`src/rtl/hdmi_audio_sample_packetizer_if.sv`:
```
// Bus bundle between the audio sample FIFO, the packetizer and the HDMI
// data-island scheduler.
//   FIFO side   : sampleFifoEmpty, sampleFifoReadData (valid one cycle after
//                 the pop), sampleFifoReadEnable
//   Config      : spdifCategoryCode, spdifSamplingFreq, spdifWordLength
//   Packet side : packetValid/packetReady handshake, packetHeader {HB2,HB1,HB0},
//                 packetBody (4 x 56-bit subpackets), frameCount
// Modport master is the packetizer; modport slave is its environment.
interface hdmi_audio_sample_packetizer_if;
  logic         sampleFifoEmpty;
  logic [31:0]  sampleFifoReadData;
  logic         sampleFifoReadEnable;
  logic [7:0]   spdifCategoryCode;
  logic [3:0]   spdifSamplingFreq;
  logic [3:0]   spdifWordLength;
  logic         packetValid;
  logic         packetReady;
  logic [23:0]  packetHeader;
  logic [223:0] packetBody;
  logic [7:0]   frameCount;

  modport master (
    input  sampleFifoEmpty, sampleFifoReadData,
    input  spdifCategoryCode, spdifSamplingFreq, spdifWordLength,
    input  packetReady,
    output sampleFifoReadEnable, packetValid, packetHeader, packetBody, frameCount
  );

  modport slave (
    output sampleFifoEmpty, sampleFifoReadData,
    output spdifCategoryCode, spdifSamplingFreq, spdifWordLength,
    output packetReady,
    input  sampleFifoReadEnable, packetValid, packetHeader, packetBody, frameCount
  );
endinterface

```
`src/rtl/hdmi_audio_sample_packetizer.sv`:
```
// HDMI layout-0 Audio Sample Packet builder.
// Pops 32-bit stereo samples ({left16, right16}) from the audio FIFO and packs
// 1..MAX_SLOTS of them into one packet, one IEC 60958 frame per sample.
// A packet is closed when it is full or the FIFO runs dry, then offered on
// packetValid until packetReady.
// Ports:
//   pixelClock  - sole clock
//   asyncResetN - async active-low reset
//   bus         - packetizer_if.master (FIFO pop, channel-status config,
//                 packet handshake/header/body, next frame index)
module hdmi_audio_sample_packetizer #(
  parameter int MAX_SLOTS    = 4,
  parameter int BLOCK_FRAMES = 192
) (
  input logic                           pixelClock,
  input logic                           asyncResetN,
  hdmi_audio_sample_packetizer_if.master bus
);
  localparam int         NUM_SP  = 4;
  localparam logic [2:0] LAST_CNT = 3'(MAX_SLOTS - 1);
  localparam logic [7:0] LAST_FRM = 8'(BLOCK_FRAMES - 1);

  typedef enum logic [1:0] {IDLE, READ, CAPTURE, EMIT} state_e;

  typedef struct packed {
    logic [15:0] l;
    logic [15:0] r;
    logic        b;   // block start
    logic        cl;  // channel-status bit, left
    logic        cr;  // channel-status bit, right
  } slot_t;

  state_e              state_q;
  logic [2:0]          count_q;
  logic [7:0]          frame_q;
  slot_t [NUM_SP-1:0]  slot_q;
  logic [NUM_SP-1:0]   present_q;
  logic                rd_en_q;
  logic                vld_q;
  logic [23:0]         hdr_d;
  logic [223:0]        body_d;

  // Channel-status bit for frame k. Channel number is sent LSB first, so
  // left (1) sets bit 20 and right (2) sets bit 21.
  function automatic logic cs_bit(input logic [7:0] k, input logic rch,
                                  input logic [7:0] cat, input logic [3:0] sf,
                                  input logic [3:0] wl);
    logic b;
    b = 1'b0;
    if (k >= 8'd8 && k <= 8'd15)       b = cat[k[2:0]];
    else if (k >= 8'd20 && k <= 8'd23) b = rch ? (k == 8'd21) : (k == 8'd20);
    else if (k >= 8'd24 && k <= 8'd27) b = sf[k[1:0]];
    else if (k >= 8'd32 && k <= 8'd35) b = wl[k[1:0]];
    return b;
  endfunction

  always_ff @(posedge pixelClock or negedge asyncResetN) begin
    if (!asyncResetN) begin
      state_q   <= IDLE;
      count_q   <= '0;
      frame_q   <= '0;
      slot_q    <= '0;
      present_q <= '0;
      rd_en_q   <= 1'b0;
      vld_q     <= 1'b0;
    end else begin
      rd_en_q <= 1'b0;
      unique case (state_q)
        IDLE: begin
          if (!bus.sampleFifoEmpty) begin
            state_q <= READ;
            rd_en_q <= 1'b1;
          end
        end
        READ: state_q <= CAPTURE;
        CAPTURE: begin
          slot_q[count_q[1:0]] <= slot_t'{
            l:  bus.sampleFifoReadData[31:16],
            r:  bus.sampleFifoReadData[15:0],
            b:  (frame_q == 8'd0),
            cl: cs_bit(frame_q, 1'b0, bus.spdifCategoryCode,
                       bus.spdifSamplingFreq, bus.spdifWordLength),
            cr: cs_bit(frame_q, 1'b1, bus.spdifCategoryCode,
                       bus.spdifSamplingFreq, bus.spdifWordLength)};
          present_q[count_q[1:0]] <= 1'b1;
          count_q <= count_q + 3'd1;
          frame_q <= (frame_q == LAST_FRM) ? 8'd0 : frame_q + 8'd1;
          // Empty here already reflects this pop, so a dry FIFO closes the packet.
          if (count_q == LAST_CNT || bus.sampleFifoEmpty) begin
            state_q <= EMIT;
            vld_q   <= 1'b1;
          end else begin
            state_q <= READ;
            rd_en_q <= 1'b1;
          end
        end
        EMIT: begin
          if (bus.packetReady) begin
            state_q   <= IDLE;
            vld_q     <= 1'b0;
            count_q   <= '0;
            slot_q    <= '0;
            present_q <= '0;
          end
        end
        default: state_q <= IDLE;
      endcase
    end
  end

  // Header/body are built from the slot registers and gated by valid, so
  // they read as zero whenever no packet is offered (including in reset).
  always_comb begin
    hdr_d  = '0;
    body_d = '0;
    if (vld_q) begin
      hdr_d[7:0] = 8'h02;
      for (int i = 0; i < NUM_SP; i++) begin
        hdr_d[8+i]  = present_q[i];
        hdr_d[20+i] = slot_q[i].b;
        // V/U are zero, so parity covers only the sample bits and C.
        body_d[56*i +: 56] = {^slot_q[i].r ^ slot_q[i].cr, slot_q[i].cr, 2'b00,
                              ^slot_q[i].l ^ slot_q[i].cl, slot_q[i].cl, 2'b00,
                              slot_q[i].r, 8'h00, slot_q[i].l, 8'h00};
      end
    end
  end

  assign bus.sampleFifoReadEnable = rd_en_q;
  assign bus.packetValid          = vld_q;
  assign bus.packetHeader         = hdr_d;
  assign bus.packetBody           = body_d;
  assign bus.frameCount           = frame_q;
endmodule

```
`src/flat_wrapper.sv`:
```
// flat-port wrapper written by rule: the top's interface ports become plain ports
module hdmi_audio_sample_packetizer_flat 
#(
  parameter int MAX_SLOTS    = 4,
  parameter int BLOCK_FRAMES = 192
)
  (pixelClock, asyncResetN, bus_sampleFifoEmpty, bus_sampleFifoReadData, bus_spdifCategoryCode, bus_spdifSamplingFreq, bus_spdifWordLength, bus_packetReady, bus_sampleFifoReadEnable, bus_packetValid, bus_packetHeader, bus_packetBody, bus_frameCount);
  hdmi_audio_sample_packetizer_if bus_i ();
  input logic pixelClock;
  input logic asyncResetN;
  input wire logic [$bits(bus_i.sampleFifoEmpty)-1:0] bus_sampleFifoEmpty;
  input wire logic [$bits(bus_i.sampleFifoReadData)-1:0] bus_sampleFifoReadData;
  input wire logic [$bits(bus_i.spdifCategoryCode)-1:0] bus_spdifCategoryCode;
  input wire logic [$bits(bus_i.spdifSamplingFreq)-1:0] bus_spdifSamplingFreq;
  input wire logic [$bits(bus_i.spdifWordLength)-1:0] bus_spdifWordLength;
  input wire logic [$bits(bus_i.packetReady)-1:0] bus_packetReady;
  output wire logic [$bits(bus_i.sampleFifoReadEnable)-1:0] bus_sampleFifoReadEnable;
  output wire logic [$bits(bus_i.packetValid)-1:0] bus_packetValid;
  output wire logic [$bits(bus_i.packetHeader)-1:0] bus_packetHeader;
  output wire logic [$bits(bus_i.packetBody)-1:0] bus_packetBody;
  output wire logic [$bits(bus_i.frameCount)-1:0] bus_frameCount;
  assign bus_i.sampleFifoEmpty = bus_sampleFifoEmpty;
  assign bus_i.sampleFifoReadData = bus_sampleFifoReadData;
  assign bus_i.spdifCategoryCode = bus_spdifCategoryCode;
  assign bus_i.spdifSamplingFreq = bus_spdifSamplingFreq;
  assign bus_i.spdifWordLength = bus_spdifWordLength;
  assign bus_i.packetReady = bus_packetReady;
  assign bus_sampleFifoReadEnable = bus_i.sampleFifoReadEnable;
  assign bus_packetValid = bus_i.packetValid;
  assign bus_packetHeader = bus_i.packetHeader;
  assign bus_packetBody = bus_i.packetBody;
  assign bus_frameCount = bus_i.frameCount;
  hdmi_audio_sample_packetizer #(.MAX_SLOTS(MAX_SLOTS), .BLOCK_FRAMES(BLOCK_FRAMES)) u_core (.pixelClock(pixelClock), .asyncResetN(asyncResetN), .bus(bus_i));
endmodule
```
`config.mk`:
```
export PLATFORM = sky130hd
export DESIGN_NAME = hdmi_audio_sample_packetizer_flat
export DESIGN_NICKNAME = d
export VERILOG_FILES = /design/src/rtl/hdmi_audio_sample_packetizer_if.sv /design/src/rtl/hdmi_audio_sample_packetizer.sv /design/src/flat_wrapper.sv
export SDC_FILE = /design/constraint.sdc
export NUM_CORES = 1
export LEC_CHECK = 0
export ABC_AREA = 1
export CELL_PAD_IN_SITES_DETAIL_PLACEMENT = 1
export CELL_PAD_IN_SITES_GLOBAL_PLACEMENT = 1
export CORE_MARGIN = 1
export CORE_UTILIZATION = 33
export CTS_CLUSTER_SIZE = 40
export DETAILED_ROUTE_END_ITERATION = 8
export HOLD_SLACK_MARGIN = 0.15
export PLACE_DENSITY = 0.78
export SYNTH_ARGS = -nofsm -noshare
export SYNTH_HDL_FRONTEND = slang
export SYNTH_SLANG_ARGS = --single-unit
```
`constraint.sdc`:
```
create_clock -name pixelClock -period 1.9 [get_ports pixelClock]
set_input_delay 0.475 -clock pixelClock [delete_from_list [all_inputs] [get_ports pixelClock]]
set_output_delay 0.475 -clock pixelClock [all_outputs]
set_load 0.05 [all_outputs]
```
# Word level (Yosys, flattened, before mapping)
# Cells that the tools add are included.
word_totals:
  register_bits: 159
  input_bits: 52
  word_cells: 118
classes:
  add_sub_neg: 2
  magnitude_cmp: 12
  n_eq_ne: 10
  muxes: 39
  bitwise: 9
  n_reduce_logical: 20
ops:
  columns: ["operator", "count"]
  rows:
  - ["140-bit case mux with 2 select lines", 1]
  - ["224-bit two-way mux", 1]
  - ["140-bit bitwise mux", 1]
  - ["140-bit two-way mux", 1]
  - ["16-bit XOR reduction", 8]
  - ["35-bit demux with 2-bit select", 1]
  - ["35-bit two-way mux", 1]
  - ["8-bit by 5-bit equality test with 1-bit output, second input constant", 2]
  - ["8-bit by 5-bit >= comparator with 1-bit output, second input constant", 2]
  - ["8-bit by 5-bit less-or-equal comparator with 1-bit output, second input constant", 2]
  - ["1-bit two-way mux", 16]
  - ["12-bit two-way mux", 1]
  - ["8-bit by 1-bit adder with 8-bit output, second input constant", 1]
  - ["8-bit equality test, second input constant", 1]
  - ["8-bit by 4-bit >= comparator with 1-bit output, second input constant", 1]
  - ["8-bit by 6-bit >= comparator with 1-bit output, second input constant", 1]
  - ["8-bit by 4-bit less-or-equal comparator with 1-bit output, second input constant", 1]
  - ["8-bit by 6-bit less-or-equal comparator with 1-bit output, second input constant", 1]
  - ["8-bit zero test", 1]
  - ["4-bit two-way mux", 2]
  - ["8-bit two-way mux", 1]
  - ["2-bit case mux with 4 select lines", 1]
  - ["4-bit case mux with 2 select lines", 1]
  - ["1-bit XOR", 8]
  - ["other kinds (23)", 35]

# Longest topological paths before layout
# Gate-level depths: netlist of the first run.
logic_depth:
  ltp_word: 9
  ltp_mapped: 12
  depth_no_buf: 12

# Worst setup path after synthesis of the first run
# No wires, ideal clock.
synth_path:
  path_kind: "register to output"
  startpoint: "register u_core.vld_q, in the netlist u_core.bus.packetValid"
  endpoint: "output port bus_packetBody[107]"
  arrival_ns: 1.919
  path_slack_ns: -0.494
  stages_incl_launch_ff: 5
  cell_sequence: "dfrtp_1 -> clkbuf_1 -> clkbuf_1 -> nand2_1 -> nor2_1"
synth_via:
  elab_chain_len: 1
synth_lines:
  columns: ["item", "line", "text"]
  rows:
  - ["start: declaration", "hdmi_audio_sample_packetizer.sv:39", "logic vld_q;"]
  - ["start signal: assignment", "hdmi_audio_sample_packetizer.sv:65", "vld_q <= 1'b0;"]
  - ["start signal: assignment", "hdmi_audio_sample_packetizer.sv:91", "vld_q <= 1'b1;"]
  - ["start signal: assignment", "hdmi_audio_sample_packetizer.sv:100", "vld_q <= 1'b0;"]
  - ["224-bit two-way mux", "hdmi_audio_sample_packetizer.sv:116", "if (vld_q) begin"]
  - ["end: declaration", "flat_wrapper.sv:20", "output wire logic [$bits(bus_i.packetBody)-1:0] bus_packetBody;"]
# Every way passes these cells.

# Worst setup path after layout of the first run
layout_path:
  startpoint: "register u_core.slot_q[138] in the netlist's numbering"
  endpoint: "output port bus_packetBody[219]"
layout_via:
  elab_chain_len: 3
layout_lines:
  columns: ["item", "line", "text"]
  rows:
  - ["start: declaration", "hdmi_audio_sample_packetizer.sv:36", "slot_t [NUM_SP-1:0] slot_q;"]
  - ["start signal: indexed assignment", "hdmi_audio_sample_packetizer.sv:77", "slot_q[count_q[1:0]] <= slot_t'{"]
  - ["16-bit XOR reduction", "hdmi_audio_sample_packetizer.sv:123", "^slot_q[i].l ^ slot_q[i].cl, slot_q[i].cl, 2'b00,"]
  - ["1-bit XOR", "hdmi_audio_sample_packetizer.sv:123", null]
  - ["224-bit two-way mux", "hdmi_audio_sample_packetizer.sv:116", null]
# Every way passes these cells.

==> impl_results.md, run 1 <==
- Clock buffer depth: 2
- IO Count: between 300 and 400
- Unrepaired setup endpoints after global routing: true
- Post-layout nets: between 2000 and 2500
- Worst slew pin tran: ~0.57 ns
- Leak: roughly 11 nW
- Multi-input logic area: roughly 0.0072 mm2
- Core area: ~0.033 mm2
- Worst skew pair latency: roughly 0.45 ns
- DR vias: 14200
- WP data required: between 1 and 1.5 ns
- Share of post-route cells with drive strength above 1: between 50 and 60%
- Placer Congestion: about 0.85
- Fin Setup TNS: -47.00 ns
- Met3 wire len: roughly 3700 um
- VDD IR max: between 1 and 1.5 mV
- Vias in the first global route: about 14000
- WS Path Type: reg -> out
- Num CTS Buffers: 17
- Fin Clk Skew: 0.0163 ns
- Clock Sinks: between 150 and 200
- Drt total wl: 60400 um
- Avg Cell Area, Syn: approximately 6.2 um2
- WP data arrival: between 2 and 2.5 ns
- Row Count: 67
- Syn. warnings: 0
- Post-route insts no fill: 2712
- Share of the synthesized area in the top cell type: between 30% and 40%
- Failing checks: negative setup slack
- HPWL Detailed: between 30000 and 40000 um
- Clock transition at path regs: roughly 0.07 ns
- Drt first pass iters: 5
- Setup ws final: -0.772 ns
- Headroom to the max-slew limit: slightly above 60%
- Crit-path max FO: 4
- Met2 wire length: roughly 31000 um
- Die area: ~0.035 mm2
- Drt wl/cell: 22.3 um
- Layout area overhead: 82.3%
- Worst r2r path cells: 5
- Overall power: roughly 43 mW
- Cell count after synthesis: ~1800
- Pin count of the biggest net entering global routing: between 40 and 50
- HP Class: in -> async
- Seq cells post-synth: between 150 and 200
- Starting Density: around a third
- Remaining DRCs: 0
- Sequential cell area: ~0.0041 mm2
- Sequential share of the synthesized area: about 36%
- Dominant cell type by area after synthesis: dfrtp_1
- DR top layer: met4
- Synth area leaders: dfrtp_1, nand2_1, inv_1
- Detail Route Antenna Nets: 0
- Status: finished, violations left
- Netlist cell types: 32
- Vias per cell: ~5.2
- Die width: 186 um
- Die height: approximately 190 um
- Total global routing overflow: 0
- Overall Global Routing Usage: between 20 and 30%
- Pre-CTS WS: -0.209 ns
- DRT met1 WL: approximately 22000 um
- Type of origin of the critical path: register
- Tcrit/Tclk final: 141%
- Reported max-cap violation count: 0
- CP Capture Type: primary output
- Final slew viol count: 0
- Synthesized area: 0.0112 mm2
- CTS tree: done
- Final setup fails: about 150
- Iteration-0 DRC Markers: 940
- Final hold viol count: 0
- First-pass GRT wire length: 77500 um
- Placed instance count: 2541
- Fillcell total: about 3900
- Final Critical Period: roughly 2.7 ns
- Initial antenna violation count: 1
- Buffers on Ports: roughly 210
- H-tree levels: 4
- Fmax: 0.374 GHz
- Root Buffer: clkbuf_16
- PD cells: about 2100 mW/mm2
==> state kept, by name (all words and copies together) (netlist names) <==
name and flops:
u_core.bus.frameCount 8, u_core.bus.packetValid 1, u_core.bus.sampleFifoReadEnable 1, u_core.count_q 3
u_core.present_q 4, u_core.slot_q 140, u_core.state_q 2
==> metrics by stage <==
step / util, % / cell area [um2] / hold WS [ns]
after global routing: 60.9 / 20400 / 0.580
after floorplan: - / 11900 / 0.179
final: 60.9 / 20400 / 0.543
after CTS: 56.8 / 19000 / 0.525
after global placement: 48.3 / 16200 / 0.473
after detailed placement: 48.3 / 16200 / 0.478
==> metal layers <==
layer / track usage, % / vias to the layer above
li1: - / 6162
met1: 33.1 / 7009
met2: 52.7 / 746
met3: 5.15 / 267
met4: 15.7 / 0
met5: 0 / -
==> layout by cell type, fill, tap and decap left out, drive strengths merged, types with 39 or more instances in the layout <==
cell / Yosys / routed
nand2: 896 / 896
buf: 117 / 419
inv: 343 / 276
dfrtp: 159 / 159
o22ai: 125 / 125
conb: 1 / 95
clkinvlp: 0 / 72
clkdlybuf4s50: 0 / 50
nand3: 39 / 39
nor2: 39 / 39
==> cell usage after synthesis, drive strengths merged <==
master / instances
inv: 343
xor2: 2
xnor2: 2
clkbuf: 22
ha: 8
nor2: 39
nand3: 39
conb: 1
nand4: 4
o31ai: 1
nor3b: 3
o21ai: 17
o21a: 4
o22ai: 125
nand2: 896
dfrtp: 159
a21oi: 14
buf: 117
or2: 3
nor3: 4
o211ai: 2
==> logic make-up after synthesis <==
group,after synthesis,share of synthesized area [%]
simple gates,988,34.3
buf+inv,482,20.0
flops,159,35.6
xor+xnor,4,0.314
other cells,1,0.0336
fa+ha+maj,8,0.896
compound gates,163,8.85
==> critical path: stages, from the launching register on <==
cell and delay, ns:
dfrtp_1 0.44, inv_2 0.11, nand2_1 0.10, nand2_2 0.13, nand2_2 0.09, nand2_1 0.11
nand3_1 0.11, nand2_2 0.12, nand2_2 0.08, nand3_2 0.08, nand2_2 0.07, nor2_4 0.15
buf_12 0.15
==> repair_timing <==
| item | in CTS | in global routing |
|---|---|---|
| buffers inserted | 68 | 66 |
| resized for setup | 440 | 430 |
| cloned | 17 | 2 |
| pin swaps | 24 | 93 |
| endpoints found under the hold margin | 38 | 0 |
| endpoints found under the setup margin | 152 | 168 |
| hold buffers | 1 | 0 |
==> report_power, final <==
part / switching [mW] / leakage [nW] / internal, mW
logic: 19.4 / 8.45 / 12.6
registers: 2.28 / 2.02 / 4.80
clock network: 1.72 / 0.304 / 2.29
total: 23.4 / 10.8 / 19.6
==> cell type report <==
type | count | area share [%]
diodes | 1 | 0.0123
well taps | 448 | 2.75
clock inverters | 11 | 0.878
inverters | 343 | 8.08
flip-flops and latches | 159 | 19.9
clock buffers | 20 | 2.24
repair buffers | 472 | 30.6
multi-input cells | 1258 | 35.6
==> final timing paths <==
path	start	end	slack (ns)
min in group pixelClock	u_core.present_q[2]	u_core.present_q[2]	0.56
hold / removal	asyncResetN	u_core.slot_q[19]	0.54
setup reg to reg	u_core.count_q[0]	u_core.slot_q[115]	0.09
hold reg to reg	u_core.present_q[2]	u_core.present_q[2]	0.56
setup / recovery	u_core.slot_q[138]	bus_packetBody[219]	-0.77
max in group asynchronous	asyncResetN	u_core.slot_q[77]	0.66
(Power assumes the default switching activity.)
==> inputs of run 2 (changes only) <==
ABC_AREA = unset   (was 1)
CORE_UTILIZATION = 35   (was 33)
PLACE_DENSITY = unset   (was 0.78)
PLACE_DENSITY_LB_ADDON = 0.1   (was unset)
==> run 2 against run 1 <==
  * The run still ends with negative setup slack left
  * First-iteration DRC count decreased by 63%
  * Total power down 21%
  * Worst setup slack improved by 0.027 ns
  * Cell count fell by 42%
  * Register-to-register slack better by 0.03 ns
  * Die area decreased by 23%
  * Synthesized cell count fell by 54%
  * Non-clock buffer count decreased by 45
  * Clock power is 8.0% lower
  * Clock skew fell by 0.0018 ns
  * Wire length decreased by 40%
  * Critical path type unchanged
  * Largest cell class is now non-clock buffers
  * Largest power group unchanged
==> impl_results.md, run 2 <==
- Total global routing overflow: 0 (unchanged)
- Avg Cell Area, Syn: 10.9 um2 (+76%)
- Reported max-cap violation count: 0 (unchanged)
- Type of origin of the critical path: register
- Overall Global Routing Usage: 27.9% (-1.6 points)
- Sequential share of the synthesized area: 43.7% (+8.1 points)
- WS Path Type: reg -> out
- ANT cells: 0 (-1)
- Failing checks: negative setup slack
- Iteration-0 DRC Markers: 352 (-63%)
- Top-count cell post-synth: dfrtp_1
- First-pass GRT wire length: 54700 um (-29%)
- Syn. warnings: 0 (unchanged)
- Detail Route Antenna Nets: 0 (unchanged)
- Remaining DRCs: 0 (unchanged)
- VDD IR max: 1.31 mV (+15%)
- HPWL Detailed: 22900 um (-29%)
- Clock Sinks: 159 (unchanged)
- Final core utilization: 64.3% (+3.4 points)
- Synth Area in Adders: 1.10% (+0.20 points)
- Pre-CTS WS: -0.355 ns (-0.147 ns)
- Status: finished, violations left
- Most common cell after layout, fill and taps aside: buf_12
- Synth area leaders: dfrtp_1, a22o_1, and2_1
- IO Count: 310 (unchanged)
- Final setup fails: 154 (unchanged)
- Post-synth EDFFs: 0 (unchanged)
- Die height: 163 um (-12%)
- Row Count: 58 (-13%)
- Slowest cell on crit path: xnor3_1
- Synthesized area: 0.00910 mm2 (-19%)
- Tcrit/Tclk final: 139% (-1.4 points)
- Fmax: 0.378 GHz (+1.0%)
- WP data arrival: 2.17 ns (-0.03 ns)
- Final hold viol count: 0 (unchanged)
- Core area: 0.0253 mm2 (-24%)
- Headroom to the max-slew limit: 64.6% (+2.7 points)
- Vias per cell: 5.05 (-3.5%)
- Final Critical Period: 2.65 ns (-0.0268 ns)
- Seq cells post-synth: 159 (unchanged)
- Crit path cell chain: xnor2_2 > xnor3_1 > or2_4 > mux2i_4 > buf_12
- Setup ws final: -0.745 ns (+0.0268 ns)
- Buffers on Ports: 214 (unchanged)
- Synth Area in Simple Gates: 14.4% (-20 points)
- Post-synthesis async set-or-reset flop share: 100% (unchanged)
- Root Buffer: clkbuf_16
- Most frequent cells in the layout: buf_12, buf_4, dfrtp_1
- H-tree levels: 4 (unchanged)
- Leak: 7.76 nW (-28%)
- Die area: 0.0266 mm2 (-23%)
- Drt first pass iters: 5 (unchanged)
- Initial antenna violation count: 0 (-1)
- Largest family of logic cells by synthesized area: compound AO/OA/AOI/OAI gates
- CP delay by family, top: XOR/XNOR gates
- PD cells: 2090 mW/mm2 (-1.2%)
- Drt total wl: 36300 um (-40%)
- CP max stage delay: 0.47 ns (+0.03 ns)
- Layout area overhead: 79.1%
- Netlist cell types: 39 (+22%)
- Dominant cell type by area after synthesis: dfrtp_1
- Mux cell area share after synthesis: 2.17% (+2.2 points)
- Worst slew pin tran: 0.530 ns (-0.0416 ns)
- Clock buffer depth: 2 (unchanged)
- Crit-path max FO: 2 (-2)
- Most used DFF post-synth: dfrtp_1
- Buf/Inv on CP: 1 (-1)
- CTS tree: done
- Share of post-route cells with drive strength above 1: 49.8% (-0.49 points)
- Die width: 163 um (-12%)
- Fillcell total: 2468 (-37%)
- Synth top cells by count: dfrtp_1, and2_1, a22o_1
- Fin Setup TNS: -53.64 ns (-6.64 ns)
- Final slew viol count: 0 (unchanged)
- Starting Density: 35.9% (+2.5 points)
- Overall power: 34.1 mW (-21%)
- Pin count of the biggest net entering global routing: 50 (+8.7%)
- Drt wl/cell: 23.2 um (+4.1%)
- Num CTS Buffers: 17 (unchanged)
- CP Capture Type: primary output
- Fin Clk Skew: 0.0145 ns (-0.00179 ns)
- DR vias: 7903 (-44%)
- Worst skew pair latency: 0.44 ns (about the same)
- Placer Congestion: 0.810 (-4.6%)
- WP data required: 1.42 ns (about the same)
- HP Class: in -> async
- Share of the synthesized area in the top cell type: 43.7% (+8.1 points)
- Vias in the first global route: 8692 (-39%)
- Synth Area in Compound Gates: 15.0% (+6.1 points)
- Largest register by flop count: u_core.slot_q
- Post-synthesis xor/xnor area fraction: 12.8% (+13 points)
- Clock transition at path regs: 0.07 ns (about the same)
- Post-layout nets: 1284 (-44%)
- Largest register FFs: 140 (unchanged)
- Unrepaired setup endpoints after global routing: true
- Cell count after synthesis: 833 (-54%)
==> run 2: cell count changes after synthesis, moves of 10 or more <==
cell	previous run	this run
nand3_1	39	3
clkbuf_1	22	35
inv_1	338	8
nor2_1	37	14
buf_4	106	96
and2_1	0	144
nand2_1	891	35
xnor2_1	2	82
xnor3_1	0	16
a21oi_1	14	3
mux2i_1	0	10
a22o_1	0	131
o22ai_1	125	0
==> run 2: worst paths after layout <==
kind | to | startpoint | cells past startpoint | slack [ns]
min in group pixelClock | u_core.present_q[0] | u_core.present_q[0] | 2 | 0.53
hold reg to reg | u_core.present_q[0] | u_core.present_q[0] | 2 | 0.53
hold / removal | u_core.bus.packetValid | asyncResetN | 2 | 0.52
setup / recovery | bus_packetBody[111] | u_core.slot_q[43] | 5 | -0.75
max in group asynchronous | u_core.slot_q[51] | asyncResetN | 3 | 0.71
setup reg to reg | u_core.slot_q[35] | u_core.bus.frameCount[0] | 5 | 0.12
==> run 2: metrics by stage <==
step	hold WS [ns]	instance area [um2]	cells
after global routing	0.547	16300	1566
final	0.521	16300	1566
after global placement	0.426	14400	1494
after detailed placement	0.431	14400	1494
after floorplan	0.179	9730	927
after CTS	0.497	16200	1561
==> run 2: report_power, final <==
group / switching (mW) / internal, mW
clock network: 1.53 / 2.15
logic: 11.4 / 13.1
registers: 1.28 / 4.60
==> run 2: cells by family after synthesis <==
family / Yosys count
simple gates: 226
compound gates: 160
flops: 159
buf+inv: 157
xor+xnor: 108
mux: 14
fa+ha+maj: 8
other cells: 1
==> run 2: routing by layer <==
layer  share of wire, %  wire length (um)  global-route usage [%]
met1                 41             14800                    34.1
met2                 51             18600                    48.7
met3                5.2              1880                    4.90
met4                3.0              1100                    10.3
met5                  0                 0                       0
==> run 2: cell type report <==
| cell class | instances | area, um2 | share of cell area [%] |
|---|---|---|---|
| repair buffers | 427 | 6050 | 37.1 |
| multi-input cells | 611 | 5200 | 31.9 |
| flip-flops and latches | 159 | 3980 | 24.5 |
| clock buffers | 20 | 457 | 2.80 |
| well taps | 330 | 413 | 2.53 |
| clock inverters | 11 | 156 | 0.960 |
| inverters | 8 | 30.0 | 0.184 |
==> run 2: repair_timing <==
item / in CTS / in global routing
hold buffers: 1 / 0
endpoints found under the hold margin: 36 / 0
gates cloned: 19 / 0
setup buffers: 16 / 16
gates resized for setup: 175 / 30
setup endpoints to repair: 152 / 155
pin swaps: 18 / 19
==> inputs of run 3 (changes only) <==
SETUP_SLACK_MARGIN = 0.1   (was unset)
==> run 3 against run 2 <==
  * The flow still finishes with violations (negative setup slack)
  * Global-route usage shrank 4.1 points
  * Worst hold slack got worse by 0.026 ns
  * Combinational power fell by 2%
  * Critical path type unchanged
  * Critical endpoint is now bus_packetBody[219]
  * Largest cell class unchanged
==> impl_results.md, run 3 (synthesized netlist as in run 2, its figures left out) <==
- Status: finished, violations left
- Failing checks: negative setup slack
- Slowest cell on crit path: dfrtp_1
- Reported max-cap violation count: 0 (unchanged)
- Row Count: 58 (unchanged)
- WS Path Type: reg -> out
- Final instance area: 0.0162 mm2 (-0.37%)
- Final Critical Period: 2.66 ns (+0.0125 ns)
- DR vias: 7863 (-0.51%)
- Placer Congestion: 0.796 (-1.8%)
- Buffers on Ports: 214 (unchanged)
- IO Count: 310 (unchanged)
- Crit-path max FO: 2 (unchanged)
- Remaining DRCs: 0 (unchanged)
- Fmax: 0.376 GHz (-0.47%)
- Total global routing overflow: 0 (unchanged)
- PD cells: 2050 mW/mm2 (-2.1%)
- Most common cell after layout, fill and taps aside: buf_12
- Drt first pass iters: 4 (-1)
- Vias in the first global route: 7935 (-8.7%)
- Leak: 7.72 nW (-0.51%)
- H-tree levels: 4 (unchanged)
- CTS tree: done
- Pre-CTS WS: -0.441 ns (-0.0854 ns)
- CP delay by family, top: XOR/XNOR gates
- Iteration-0 DRC Markers: 325 (-7.7%)
- Largest register by flop count: u_core.slot_q
- Worst r2r path cells: 4 (-1)
- Reg-to-Reg End: u_core.slot_q[1]
- Final setup fails: 154 (unchanged)
- Worst skew pair latency: 0.43 ns (about the same)
- First-pass GRT wire length: 47700 um (-13%)
- Final hold viol count: 0 (unchanged)
- WP data arrival: 2.18 ns (about the same)
- Overall Global Routing Usage: 23.7% (-4.1 points)
- Headroom to the max-slew limit: 61.3% (-3.3 points)
- Min Hold Slack: 0.495 ns (-0.0262 ns)
- Fin Clk Skew: 0.0131 ns (-0.00142 ns)
- Clock Sinks: 159 (unchanged)
- Hold Crit Endpoint: u_core.count_q[2]
- Setup ws final: -0.758 ns (-0.0125 ns)
- Root Buffer: clkbuf_16
- Worst Hold Depth: 2
- Initial antenna violation count: 0 (unchanged)
- Final slew viol count: 0 (unchanged)
- WP data required: 1.42 ns (about the same)
- ANT cells: 0 (unchanged)
- CP max stage delay: 0.42 ns (-0.05 ns)
- Largest register FFs: 140 (unchanged)
- HPWL Detailed: 22500 um (-1.5%)
- Post-route insts no fill: 1569 (+0.19%)
- Clock buffer depth: 2 (unchanged)
- Unrepaired setup endpoints after global routing: true
- Vias per cell: 5.01 (-0.70%)
- Buf/Inv on CP: 2 (+1)
- Cell mode on critical path: xnor2_2
- Clock transition at path regs: 0.07 ns (about the same)
- Most frequent cells in the layout: buf_12, buf_4, dfrtp_1
- Drt wl/cell: 22.6 um (-2.6%)
- VDD IR max: 1.08 mV (-17%)
- Crit path cell chain: xnor2_2 > xnor2_2 > buf_4 > xnor3_2 > mux2i_4 > buf_12
- Detail Route Antenna Nets: 0 (unchanged)
- CP Capture Type: primary output
- Post-layout nets: 1286 (+0.16%)
- Pin count of the biggest net entering global routing: 47 (-6.0%)
- R2R setup slack: 0.11 ns (about the same)
- Num CTS Buffers: 17 (unchanged)
- R2R Path Start: u_core.bus.frameCount[0]
- Layout area overhead: 78.4%
- Die width: 163 um (unchanged)
- Placed instance count: 1497 (+0.20%)
- Die area: 0.0266 mm2 (unchanged)
- Die height: 163 um (unchanged)
- Placed Area: 0.0146 mm2 (+0.76%)
- Starting Density: 35.9% (unchanged)
- Tcrit/Tclk final: 140% (+0.66 points)
- Drt total wl: 35400 um (-2.4%)
- Core area: 0.0253 mm2 (unchanged)
- HP Class: reg -> reg
- Worst slew pin tran: 0.579 ns (+0.0496 ns)
- Share of post-route cells with drive strength above 1: 51.1% (+1.3 points)
- Hold_sp: u_core.count_q[2]
- Type of origin of the critical path: register
run 3: cell count changes in the layout (fill, tap and decap cells not counted), moves of 3 or more:
cell,delta
xnor2_2,+6
xnor2_1,-6
clkinv_4,-3
buf_12,-8
buf_4,+6
inv_6,+4
o31ai_2,+5
clkbuf_16,+16
bufinv_16,-3
clkinvlp_4,+4
o31ai_1,-5
buf_16,-12
run 3: metal layers:
metal	vias to the layer above	GRT usage (%)	share of wire, %
met2	294	40.8	51
met3	56	3.61	4.9
met5	-	0	0
met1	4066	31.1	41
met4	0	5.90	2.7
li1	3447	-	-
run 3: final cells by class:
| type | instances | area, um2 |
|---|---|---|
| multi-input cells | 612 | 5270 |
| repair buffers | 428 | 5990 |
| clock buffers | 20 | 447 |
| inverters | 8 | 30.0 |
| fillers | 2479 | 9090 |
| clock inverters | 12 | 100 |
| well taps | 330 | 413 |
| flip-flops and latches | 159 | 3990 |
run 3: tightest hold or removal path: cells and delay by family (launching register included):
family	cells	cell delay, ns
AND/OR/NAND/NOR	1	0.05
flip-flops	1	0.35
AO/OA/AOI/OAI	1	0.07
run 3: worst max path at each step:
stage | start | endpoint | slack (ns) | depth (start not counted)
after floorplan | u_core.slot_q[104] | bus_packetBody[163] | -0.11 | 4
after global placement | bus_packetReady | u_core.slot_q[36] | -0.38 | 5
after detailed placement | bus_packetReady | u_core.slot_q[35] | -0.44 | 5
after CTS | u_core.slot_q[139] | bus_packetBody[219] | -0.75 | 5
after global routing | u_core.slot_q[135] | bus_packetBody[219] | -0.82 | 6
final | u_core.slot_q[135] | bus_packetBody[219] | -0.76 | 6
run 3: what timing repair did:
item	4_1_cts	5_1_grt
gates resized for setup	62	105
endpoints found under the setup margin	195	208
endpoints found under the hold margin	31	0
setup buffers	2	15
hold buffers	1	0
pin swaps	18	29
cloned	1	21
run 3: per-stage QoR:
stage,utilization (%),setup TNS (ns),power (mW)
after CTS,60.6,-35.76,31.0
after global placement,57.5,-26.99,26.5
after global routing,64.1,-57.17,34.4
after floorplan,-,-0.887,18.2
final,64.1,-51.57,33.2
after detailed placement,57.5,-30.97,27.0
run 3: report_power, final:
group / total [mW] / switching, mW / leakage, nW / internal, mW
sequential: 5.82 / 1.22 / 2.12 / 4.60
combinational: 24.1 / 11.3 / 5.35 / 12.8
clock: 3.29 / 1.55 / 0.255 / 1.74
